===== config.mk =====
export PLATFORM = sky130hd
export DESIGN_NAME = uart_doc_sender_flat
export DESIGN_NICKNAME = d
export VERILOG_FILES = /design/src/rtl/doc_pkg.sv /design/src/rtl/uart_doc_sender_if.sv /design/src/rtl/uart_tx_byte.sv /design/src/rtl/uart_doc_sender.sv /design/src/flat_wrapper.sv
export SDC_FILE = /design/constraint.sdc
export NUM_CORES = 1
export LEC_CHECK = 0
export ABC_AREA = 1
export BUFFER_PORTS_ARGS = -buffer_cell sky130_fd_sc_hd__buf_4
export CORE_UTILIZATION = 29
export DETAILED_ROUTE_END_ITERATION = 10
export PLACE_DENSITY_LB_ADDON = 0.12
export SKIP_CTS_REPAIR_TIMING = 1
export SLEW_MARGIN = 15
export SYNTH_ARGS = -nofsm -noshare
export SYNTH_HDL_FRONTEND = slang
export SYNTH_SLANG_ARGS = --single-unit
export TNS_END_PERCENT = 5

===== constraint.sdc =====
create_clock -name clk -period 1.36 [get_ports clk]
set_input_delay 0.272 -clock clk [delete_from_list [all_inputs] [get_ports clk]]
set_output_delay 0.272 -clock clk [all_outputs]
set_load 0.01 [all_outputs]

===== src/rtl/doc_pkg.sv =====
// Shared definitions for the document export path: field widths, ASCII codes, sender states.
package doc_pkg;

  localparam int unsigned DOC_ROW_W  = 4;
  localparam int unsigned DOC_COL_W  = 5;
  localparam int unsigned DOC_ADDR_W = 10;

  localparam logic [7:0] ASCII_CR = 8'h0D;
  localparam logic [7:0] ASCII_LF = 8'h0A;
  localparam logic [7:0] ASCII_SP = 8'h20;

  typedef enum logic [2:0] {
    StIdle,
    StFetch,
    StSend,
    StWait,
    StCr,
    StLf,
    StFin
  } sender_state_e;

  function automatic logic [DOC_ADDR_W-1:0] doc_addr(input logic [DOC_ROW_W-1:0] row,
                                                     input logic [DOC_COL_W-1:0] col);
    return {1'b0, row, col};
  endfunction

  // Empty document cells read back as NUL; export them as spaces.
  function automatic logic [7:0] map_char(input logic [7:0] c);
    return (c == 8'h00) ? ASCII_SP : c;
  endfunction

endpackage


===== src/rtl/uart_doc_sender_if.sv =====
// Document RAM spare-port bundle: address/enable from the exporter, async read data back.
interface uart_doc_sender_if ();

  logic                            read_enable;
  logic [doc_pkg::DOC_ADDR_W-1:0]  read_addr;
  logic [7:0]                      read_data;

  modport master (output read_enable, output read_addr, input read_data);
  modport slave  (input read_enable, input read_addr, output read_data);

endinterface


===== src/rtl/uart_tx_byte.sv =====
// 8N1 UART byte serializer: start bit, 8 data bits LSB first, stop bit, CLKS_PER_BIT cycles each.
module uart_tx_byte #(
  parameter int unsigned CLKS_PER_BIT = 868
) (
  input  logic       clk,
  input  logic       rst_n,
  input  logic       tx_start,
  input  logic [7:0] tx_byte,
  output logic       tx,
  output logic       tx_busy,
  output logic       tx_done
);

  localparam int unsigned     BaudW    = (CLKS_PER_BIT > 1) ? $clog2(CLKS_PER_BIT) : 1;
  localparam logic [BaudW-1:0] BaudLast = BaudW'(CLKS_PER_BIT - 1);

  logic [BaudW-1:0] baud_q;
  logic [3:0]       bit_q;
  logic [7:0]       shift_q;
  logic             tx_q;
  logic             busy_q;

  // bit_q: 0 = start bit, 1..8 = data bits, 9 = stop bit
  always_ff @(posedge clk or negedge rst_n) begin
    if (!rst_n) begin
      baud_q  <= '0;
      bit_q   <= '0;
      shift_q <= '0;
      tx_q    <= 1'b1;
      busy_q  <= 1'b0;
    end else if (tx_start) begin
      baud_q  <= '0;
      bit_q   <= '0;
      shift_q <= tx_byte;
      tx_q    <= 1'b0;
      busy_q  <= 1'b1;
    end else if (busy_q) begin
      if (baud_q == BaudLast) begin
        baud_q <= '0;
        if (bit_q == 4'd9) begin
          busy_q <= 1'b0;
          bit_q  <= '0;
        end else begin
          bit_q <= bit_q + 4'd1;
          if (bit_q == 4'd8) begin
            tx_q <= 1'b1;
          end else begin
            tx_q    <= shift_q[0];
            shift_q <= {1'b0, shift_q[7:1]};
          end
        end
      end else begin
        baud_q <= baud_q + BaudW'(1);
      end
    end
  end

  assign tx      = tx_q;
  assign tx_busy = busy_q;
  assign tx_done = busy_q && (bit_q == 4'd9) && (baud_q == BaudLast);

endmodule


===== src/rtl/uart_doc_sender.sv =====
// Streams the document RAM row-major over UART, appending CR LF after each row, on a start pulse.
module uart_doc_sender
  import doc_pkg::*;
#(
  parameter int unsigned CLK_HZ = 100_000_000,
  parameter int unsigned BAUD   = 115200,
  parameter int unsigned ROWS   = 15,
  parameter int unsigned COLS   = 20
) (
  input  logic               clk,
  input  logic               rst_n,
  input  logic               start,
  uart_doc_sender_if.master  doc,
  output logic               busy,
  output logic               done,
  output logic               tx
);

  localparam int unsigned CLKS_PER_BIT = CLK_HZ / BAUD;
  localparam logic [DOC_ROW_W-1:0] RowLast = DOC_ROW_W'(ROWS - 1);
  localparam logic [DOC_COL_W-1:0] ColLast = DOC_COL_W'(COLS - 1);

  sender_state_e           state_q;
  logic [DOC_ROW_W-1:0]    row_q;
  logic [DOC_COL_W-1:0]    col_q;
  logic [1:0]              phase_q;
  logic [7:0]              byte_q;
  logic                    tx_start_q;
  logic                    read_enable_q;
  logic [DOC_ADDR_W-1:0]   read_addr_q;
  logic                    busy_q;
  logic                    done_q;
  logic                    tx_busy;
  logic                    tx_done;

  // CR/LF reuse the FETCH/SEND/WAIT cadence via phase_q so every inter-frame gap is identical.
  always_ff @(posedge clk or negedge rst_n) begin
    if (!rst_n) begin
      state_q       <= StIdle;
      row_q         <= '0;
      col_q         <= '0;
      phase_q       <= '0;
      byte_q        <= '0;
      tx_start_q    <= 1'b0;
      read_enable_q <= 1'b0;
      read_addr_q   <= '0;
      busy_q        <= 1'b0;
      done_q        <= 1'b0;
    end else begin
      tx_start_q    <= 1'b0;
      read_enable_q <= 1'b0;
      done_q        <= 1'b0;
      unique case (state_q)
        StIdle: begin
          if (start) begin
            state_q       <= StFetch;
            row_q         <= '0;
            col_q         <= '0;
            busy_q        <= 1'b1;
            read_enable_q <= 1'b1;
            read_addr_q   <= doc_addr('0, '0);
          end
        end
        StFetch: begin
          byte_q  <= map_char(doc.read_data);
          state_q <= StSend;
        end
        StSend: begin
          if (!tx_busy) begin
            tx_start_q <= 1'b1;
            state_q    <= StWait;
          end
        end
        StWait: begin
          if (tx_done) begin
            if (col_q == ColLast) begin
              col_q   <= '0;
              phase_q <= '0;
              state_q <= StCr;
            end else begin
              col_q         <= col_q + DOC_COL_W'(1);
              state_q       <= StFetch;
              read_enable_q <= 1'b1;
              read_addr_q   <= doc_addr(row_q, col_q + DOC_COL_W'(1));
            end
          end
        end
        StCr, StLf: begin
          unique case (phase_q)
            2'd0: begin
              byte_q  <= (state_q == StCr) ? ASCII_CR : ASCII_LF;
              phase_q <= 2'd1;
            end
            2'd1: begin
              if (!tx_busy) begin
                tx_start_q <= 1'b1;
                phase_q    <= 2'd2;
              end
            end
            2'd2: begin
              if (tx_done) begin
                phase_q <= '0;
                if (state_q == StCr) begin
                  state_q <= StLf;
                end else if (row_q == RowLast) begin
                  state_q <= StFin;
                  done_q  <= 1'b1;
                  busy_q  <= 1'b0;
                end else begin
                  row_q         <= row_q + DOC_ROW_W'(1);
                  state_q       <= StFetch;
                  read_enable_q <= 1'b1;
                  read_addr_q   <= doc_addr(row_q + DOC_ROW_W'(1), '0);
                end
              end
            end
            default: phase_q <= '0;
          endcase
        end
        StFin: state_q <= StIdle;
        default: state_q <= StIdle;
      endcase
    end
  end

  uart_tx_byte #(
    .CLKS_PER_BIT (CLKS_PER_BIT)
  ) u_tx (
    .clk      (clk),
    .rst_n    (rst_n),
    .tx_start (tx_start_q),
    .tx_byte  (byte_q),
    .tx       (tx),
    .tx_busy  (tx_busy),
    .tx_done  (tx_done)
  );

  assign doc.read_enable = read_enable_q;
  assign doc.read_addr   = read_addr_q;
  assign busy            = busy_q;
  assign done            = done_q;

endmodule


===== src/flat_wrapper.sv =====
// flat-port wrapper written by rule: the top's interface ports become plain ports
module uart_doc_sender_flat import doc_pkg::*;
#(
  parameter int unsigned CLK_HZ = 100_000_000,
  parameter int unsigned BAUD   = 115200,
  parameter int unsigned ROWS   = 15,
  parameter int unsigned COLS   = 20
)
  (clk, rst_n, start, busy, done, tx, doc_read_enable, doc_read_addr, doc_read_data);
  uart_doc_sender_if doc_i ();
  input  logic clk;
  input  logic rst_n;
  input  logic start;
  output logic busy;
  output logic done;
  output logic tx;
  output wire logic [$bits(doc_i.read_enable)-1:0] doc_read_enable;
  output wire logic [$bits(doc_i.read_addr)-1:0] doc_read_addr;
  input wire logic [$bits(doc_i.read_data)-1:0] doc_read_data;
  assign doc_read_enable = doc_i.read_enable;
  assign doc_read_addr = doc_i.read_addr;
  assign doc_i.read_data = doc_read_data;
  uart_doc_sender #(.CLK_HZ(CLK_HZ), .BAUD(BAUD), .ROWS(ROWS), .COLS(COLS)) u_core (.clk(clk), .rst_n(rst_n), .start(start), .doc(doc_i), .busy(busy), .done(done), .tx(tx));
endmodule

==> flow_summary.ini, run 1 <==
[run_status]
status = finished with violations
violations = negative setup slack

[timing]
rsz0062_at_grt = true
hold_violations = 0
finClkSkew_ns = 0.0110
setup_ws_ns = -0.193
finalMaxSlewViolations = 0
fin_crit_ns = 1.55
fin_setup_tns_ns = -5.50
fmax_mhz = 644
min_period_over_period = 1.14
setup-violations-final = 48
hold-worst-slack_ns = 0.168

[synthesis]
ys_types = 37
ys_ff_latch = 59
synthTopCellsByArea = dfrtp_1 (46%), nand2_1 (13%), nand3_1 (5.6%)
avgSynthCellArea_sq_um = 7.96
yosysTopAreaCell = dfrtp_1
netlist_area_sq_um = 3140
syn_nets = 412
synth_top_cell_area_share = 0.463
yosys_warnings = 0
ys_seq_area_frac = 0.471
syn-instance-count = 394

[floorplanning]
fp.coreArea_sq_um = 10400
die_h_um = 106
std_cell_rows = 37
design.die.area_sq_um = 11200
die_w_um = 106
num_io_pins = 25
start_util = 0.301

[hold_path]
hold_class = primary input to flop

[clocking]
clk_pin_slew_ns = 0.07
numCtsBuffers = 9
clockBufferDepth = 2
clk_latency_ns = 0.35
cts_root_buffer = clkbuf_8
htree_levels = 3
cts_tree = yes
cts.sinks = 59

[global_routing]
gr-total-overflow = 0
top_usage_layer = met2
grt_max_degree = 31
use_met1 = 0.195
antenna_found_initial = 0
grt_pass1_wl_mm = 12.8
grt_pass1_vias = 2737
grt_use_met2 = 0.230
use_met3 = 0.0368
gr-usage-all-layers = 0.148

[placement]
pre_cts_slack_ns = -0.245
gp_routability_congestion = 0.766
placed_area_sq_um = 4010
dp_hpwl_mm = 5.68
portBuffers = 23

[final_layout]
drive_above_1_share = 0.333
register_area_sq_um = 1480
fillers = 1100
antenna_cells = 0
layout_common_cells = nand2_1 (98), buf_4 (90), dfrtp_1 (57)
final_util = 0.424
multiInputGateArea_sq_um = 1610
nNetsFinal = 515
final_common_cell = nand2_1
areaGrowthSynthToFinish_pct = 40.8
design_area_sq_um = 4420

[routing]
via_per_inst = 4.45
post-route-drc-count = 0
initialDrtViolationCount = 106
totalWireLength_mm = 7.76
routedWlPerCell_um = 12.2
dr.pass1.iters = 4
postRouteAntennaNets = 0
routed-via-count = 2837

[critical_path]
critical_path_required_ns = 1.64
crit_slowest_cell = dfrtp_1
slowest_delay_ns = 0.36
cp_max_fo = 6
worstSetupStartpointType = flop
path_cells = ha_2 -> inv_2 -> nor2_4 -> nand3_2 -> nor2_4 -> buf_6 -> nand3_4 -> nand2_8 -> nand2_1 -> nand2_1
path_class = flop to flop
arrival_ns = 1.83
cp_top_family = simple AND/OR/NAND/NOR gates
critPathBufInv = 2
endpoint_kind = flop

[power]
powerDensity_nw_per_um2 = 1740
ir_drop_mv = 0.647
cellLeakagePower_nw = 2.24

[job]
maxCapViolations = 0
-- registers in the layout, indices dropped and copies added (netlist names), 2 cells and up --
signal,cells
u_core.u_tx.baud_q,10
u_core.doc.read_addr,9
u_core.byte_q,8
u_core.u_tx.shift_q,8
u_core.col_q,5
u_core.row_q,4
u_core.u_tx.bit_q,4
u_core.state_q,3
u_core.phase_q,2
-- report_power, final --
part           internal [W]  switching (W)
clock network       0.00126       0.000714
registers           0.00224       0.000277
logic               0.00146        0.00172
total               0.00496        0.00271
-- worst paths after layout --
check | to | cells after the start | slack, ns | start
min | u_core.byte_q[3]$_DFFE_PN0P_ | 3 | 0.17 | doc_read_data[3]
min reg2reg | u_core.u_tx.tx$_DFFE_PN1P_ | 2 | 0.47 | u_core.u_tx.tx$_DFFE_PN1P_
max | u_core.doc.read_addr[8]$_DFFE_PN0P_ | 10 | -0.19 | u_core.u_tx.baud_q[1]$_DFFE_PN0P_
max in group asynchronous | u_core.state_q[2]$_DFFE_PN0P_ | 3 | 0.52 | rst_n
max reg2reg | u_core.doc.read_addr[8]$_DFFE_PN0P_ | 10 | -0.19 | u_core.u_tx.baud_q[1]$_DFFE_PN0P_
min in group asynchronous | u_core.byte_q[5]$_DFFE_PN0P_ | 2 | 0.35 | rst_n
-- area by class of cell --
type                    count  area share
clock buffers              11      0.0320
repair buffers             96       0.174
multi-input cells         292       0.364
well taps                 136      0.0385
flip-flops and latches     59       0.335
inverters                  39      0.0337
clock inverters             5      0.0227
-- metrics by stage --
| stage | power [W] | cells |
|---|---|---|
| 2_1_floorplan | 0.00414 | 394 |
| 3_3_place_gp | 0.00545 | 618 |
| 3_5_place_dp | 0.00549 | 618 |
| 4_1_cts | 0.00751 | 634 |
| 5_1_grt | 0.00831 | 638 |
| 6_report | 0.00767 | 638 |
-- worst register-to-register path, cell delays in order, from the launching register on --
cell and delay, ns:
dfrtp_1 0.36, ha_2 0.19, inv_2 0.05, nor2_4 0.10, nand3_2 0.10, nor2_4 0.15
buf_6 0.13, nand3_4 0.15, nand2_8 0.14, nand2_1 0.05, nand2_1 0.06
-- logic make-up after synthesis --
group	after synthesis	synth area share
compound gates	48	0.0838
flops	59	0.471
other cells	1	0.00120
fa+ha+maj	7	0.0279
mux	4	0.0128
buf+inv	45	0.0598
simple gates	223	0.324
xor+xnor	7	0.0195
-- synth_stat cells, drive strengths merged --
library cell / n
o211a: 1
a31oi: 3
dfrtp: 58
ha: 7
clkinv: 2
o211ai: 3
mux2i: 4
clkbuf: 1
dfstp: 1
buf: 5
xor2: 5
conb: 1
nand3b: 1
nor3: 6
a21oi: 6
nand4: 3
xnor2: 2
nand2: 124
nor3b: 1
inv: 37
nor2: 48
nor2b: 1
nand3: 39
o21a: 1
o21ai: 34
-- metal layers --
layer	vias to the layer above	part of all wire
li1	1480	-
met1	1313	0.49
met2	35	0.46
met3	9	0.033
met4	0	0.016
met5	-	0
Power figures use the tool's default switching activity.
==> run 2, diff against run 1 <==
SKIP_LAST_GASP = 1   (was unset)
==> run 2 against run 1 <==
Effect of this change: the flow still finishes with violations (negative setup slack); die area did not move; worst setup slack barely moved; critical path depth stayed put; cell area down 1.2%; sequential share of layout area grew 0.40 points; fmax about the same; global-route usage stayed put; flip-flop and latch count unchanged; largest cell class unchanged.
==> flow_summary.ini, run 2 (synthesized netlist as in run 1, its figures left out) <==
[run_status]
status = finished with violations
violations = negative setup slack

[placement]
portBuffers = 23
place_inst = 618
pre_cts_slack_ns = -0.245
gp_routability_congestion = 0.766
dp_hpwl_mm = 5.68

[timing]
hold_violations = 0
setup-violations-final = 56
finalMaxSlewViolations = 0
fin_crit_ns = 1.55
fmax_mhz = 644
rsz0062_at_grt = true
min_period_over_period = 1.14
finClkSkew_ns = 0.0112
setup_ws_ns = -0.193

[final_layout]
areaGrowthSynthToFinish_pct = 39.1
drive_above_1_share = 0.309
final_common_cell = nand2_1
largest_reg_flops = 10
antenna_cells = 0
nNetsFinal = 515
final_util = 0.419
largest-register = u_core.u_tx.baud_q
fin_cells = 638
fillers = 1090
layout_common_cells = nand2_1 (105), buf_4 (91), dfrtp_1 (57)

[routing]
initialDrtViolationCount = 105
via_per_inst = 4.42
dr.pass1.iters = 4
postRouteAntennaNets = 0
routed-via-count = 2818
routedWlPerCell_um = 12.1
wl_met2_mm = 3.51
post-route-drc-count = 0
maxUsedRoutingLayer = met4
routed-wl-met3_um = 231
drt-met1-wl_mm = 3.85
totalWireLength_mm = 7.72

[critical_path]
r2r_slack_ns = -0.19
crit_slowest_cell = dfrtp_1
path_class = flop to flop
worstSetupStartpointType = flop
arrival_ns = 1.83
endpoint_kind = flop
cp_max_fo = 6
critical_path_required_ns = 1.64
slowest_delay_ns = 0.36
path_cells = ha_2 -> inv_2 -> nor2_4 -> nand3_2 -> nor2_4 -> buf_6 -> nand3_4 -> nand2_8 -> nand2_1 -> nand2_1

[floorplanning]
design.die.area_sq_um = 11200
die_h_um = 106
std_cell_rows = 37
start_util = 0.301
die_w_um = 106
num_io_pins = 25
fp.coreArea_sq_um = 10400

[clocking]
clockBufferDepth = 2
cts_root_buffer = clkbuf_8
clk_pin_slew_ns = 0.07
clk_latency_ns = 0.35
numCtsBuffers = 9
htree_levels = 3
cts_tree = yes
cts.sinks = 59

[global_routing]
gr-total-overflow = 0
grt_pass1_wl_mm = 12.8
gr-usage-all-layers = 0.148
grt_max_degree = 31
grt_pass1_vias = 2737
antenna_found_initial = 0

[power]
cellLeakagePower_nw = 2.23
seqPwrFrac = 0.331
clockPowerShare = 0.260
powerDensity_nw_per_um2 = 1740
combinationalPowerShare = 0.409
power.switching_w = 0.00266
p_sw_frac = 0.351
ir_drop_mv = 0.650
p_int_w = 0.00492

[hold_path]
hold_class = primary input to flop

[job]
maxCapViolations = 0
## run 2: cell types whose count changed in the layout (fill, tap and decap cells not counted), sizes merged
cell	before	now
inv	38	37
clkinv	3	4
## run 2: path summary, 6_finish.rpt
kind,from,end,cells past startpoint
worst min register to register,u_core.u_tx.shift_q[5]$_DFFE_PN0P_,u_core.u_tx.shift_q[5]$_DFFE_PN0P_,2
max in group asynchronous,rst_n,u_core.state_q[2]$_DFFE_PN0P_,3
worst max register to register,u_core.u_tx.baud_q[1]$_DFFE_PN0P_,u_core.doc.read_addr[8]$_DFFE_PN0P_,10
min in group asynchronous,rst_n,u_core.byte_q[5]$_DFFE_PN0P_,2
worst min-delay path,doc_read_data[3],u_core.byte_q[3]$_DFFE_PN0P_,3
worst max-delay path,u_core.u_tx.baud_q[1]$_DFFE_PN0P_,u_core.doc.read_addr[8]$_DFFE_PN0P_,10
## run 2: area by class of cell
cell class	count	area, sq um	area share
multi-input combinational	292	1560	0.358
sequential	59	1480	0.339
timing repair buffer	96	764	0.175
tap	136	170	0.0390
inverter	39	148	0.0338
clock buffer	11	141	0.0324
clock inverter	5	100	0.0229
## run 2: routing by layer
layer,track usage,vias to the layer above
met4,0.0655,0
li1,-,1476
met1,0.195,1296
met2,0.230,37
met5,0,-
met3,0.0368,9
## run 2: worst max-delay path, delay by kind of cell, from the launching register on
family	cells	cell delay, ns
buffers and inverters	2	0.18
adders and majority gates	1	0.19
DFF	1	0.36
and+or+nand+nor	7	0.75
## run 2: power groups by stage
stage	logic (W)	registers [W]	clock network (W)
global route	0.00351	0.00258	0.00213
floorplan	0.00158	0.00257	0
detailed placement	0.00296	0.00253	0
global placement	0.00292	0.00252	0
finish	0.00310	0.00251	0.00197
CTS	0.00297	0.00251	0.00203
## run 2: through the flow
| step | cell area, sq um | hold WS [ns] | power, W | TNS (ns) |
|---|---|---|---|---|
| 6_report | 4360 | 0.169 | 0.00758 | -6.50 |
| 5_1_grt | 4360 | 0.161 | 0.00822 | -13.50 |
| 4_1_cts | 4250 | -0.202 | 0.00751 | -8.55 |
| 3_5_place_dp | 4010 | 0.178 | 0.00549 | -7.84 |
| 3_3_place_gp | 4010 | 0.175 | 0.00545 | -6.88 |
| 2_1_floorplan | 3140 | -0.0236 | 0.00414 | -1.93 |
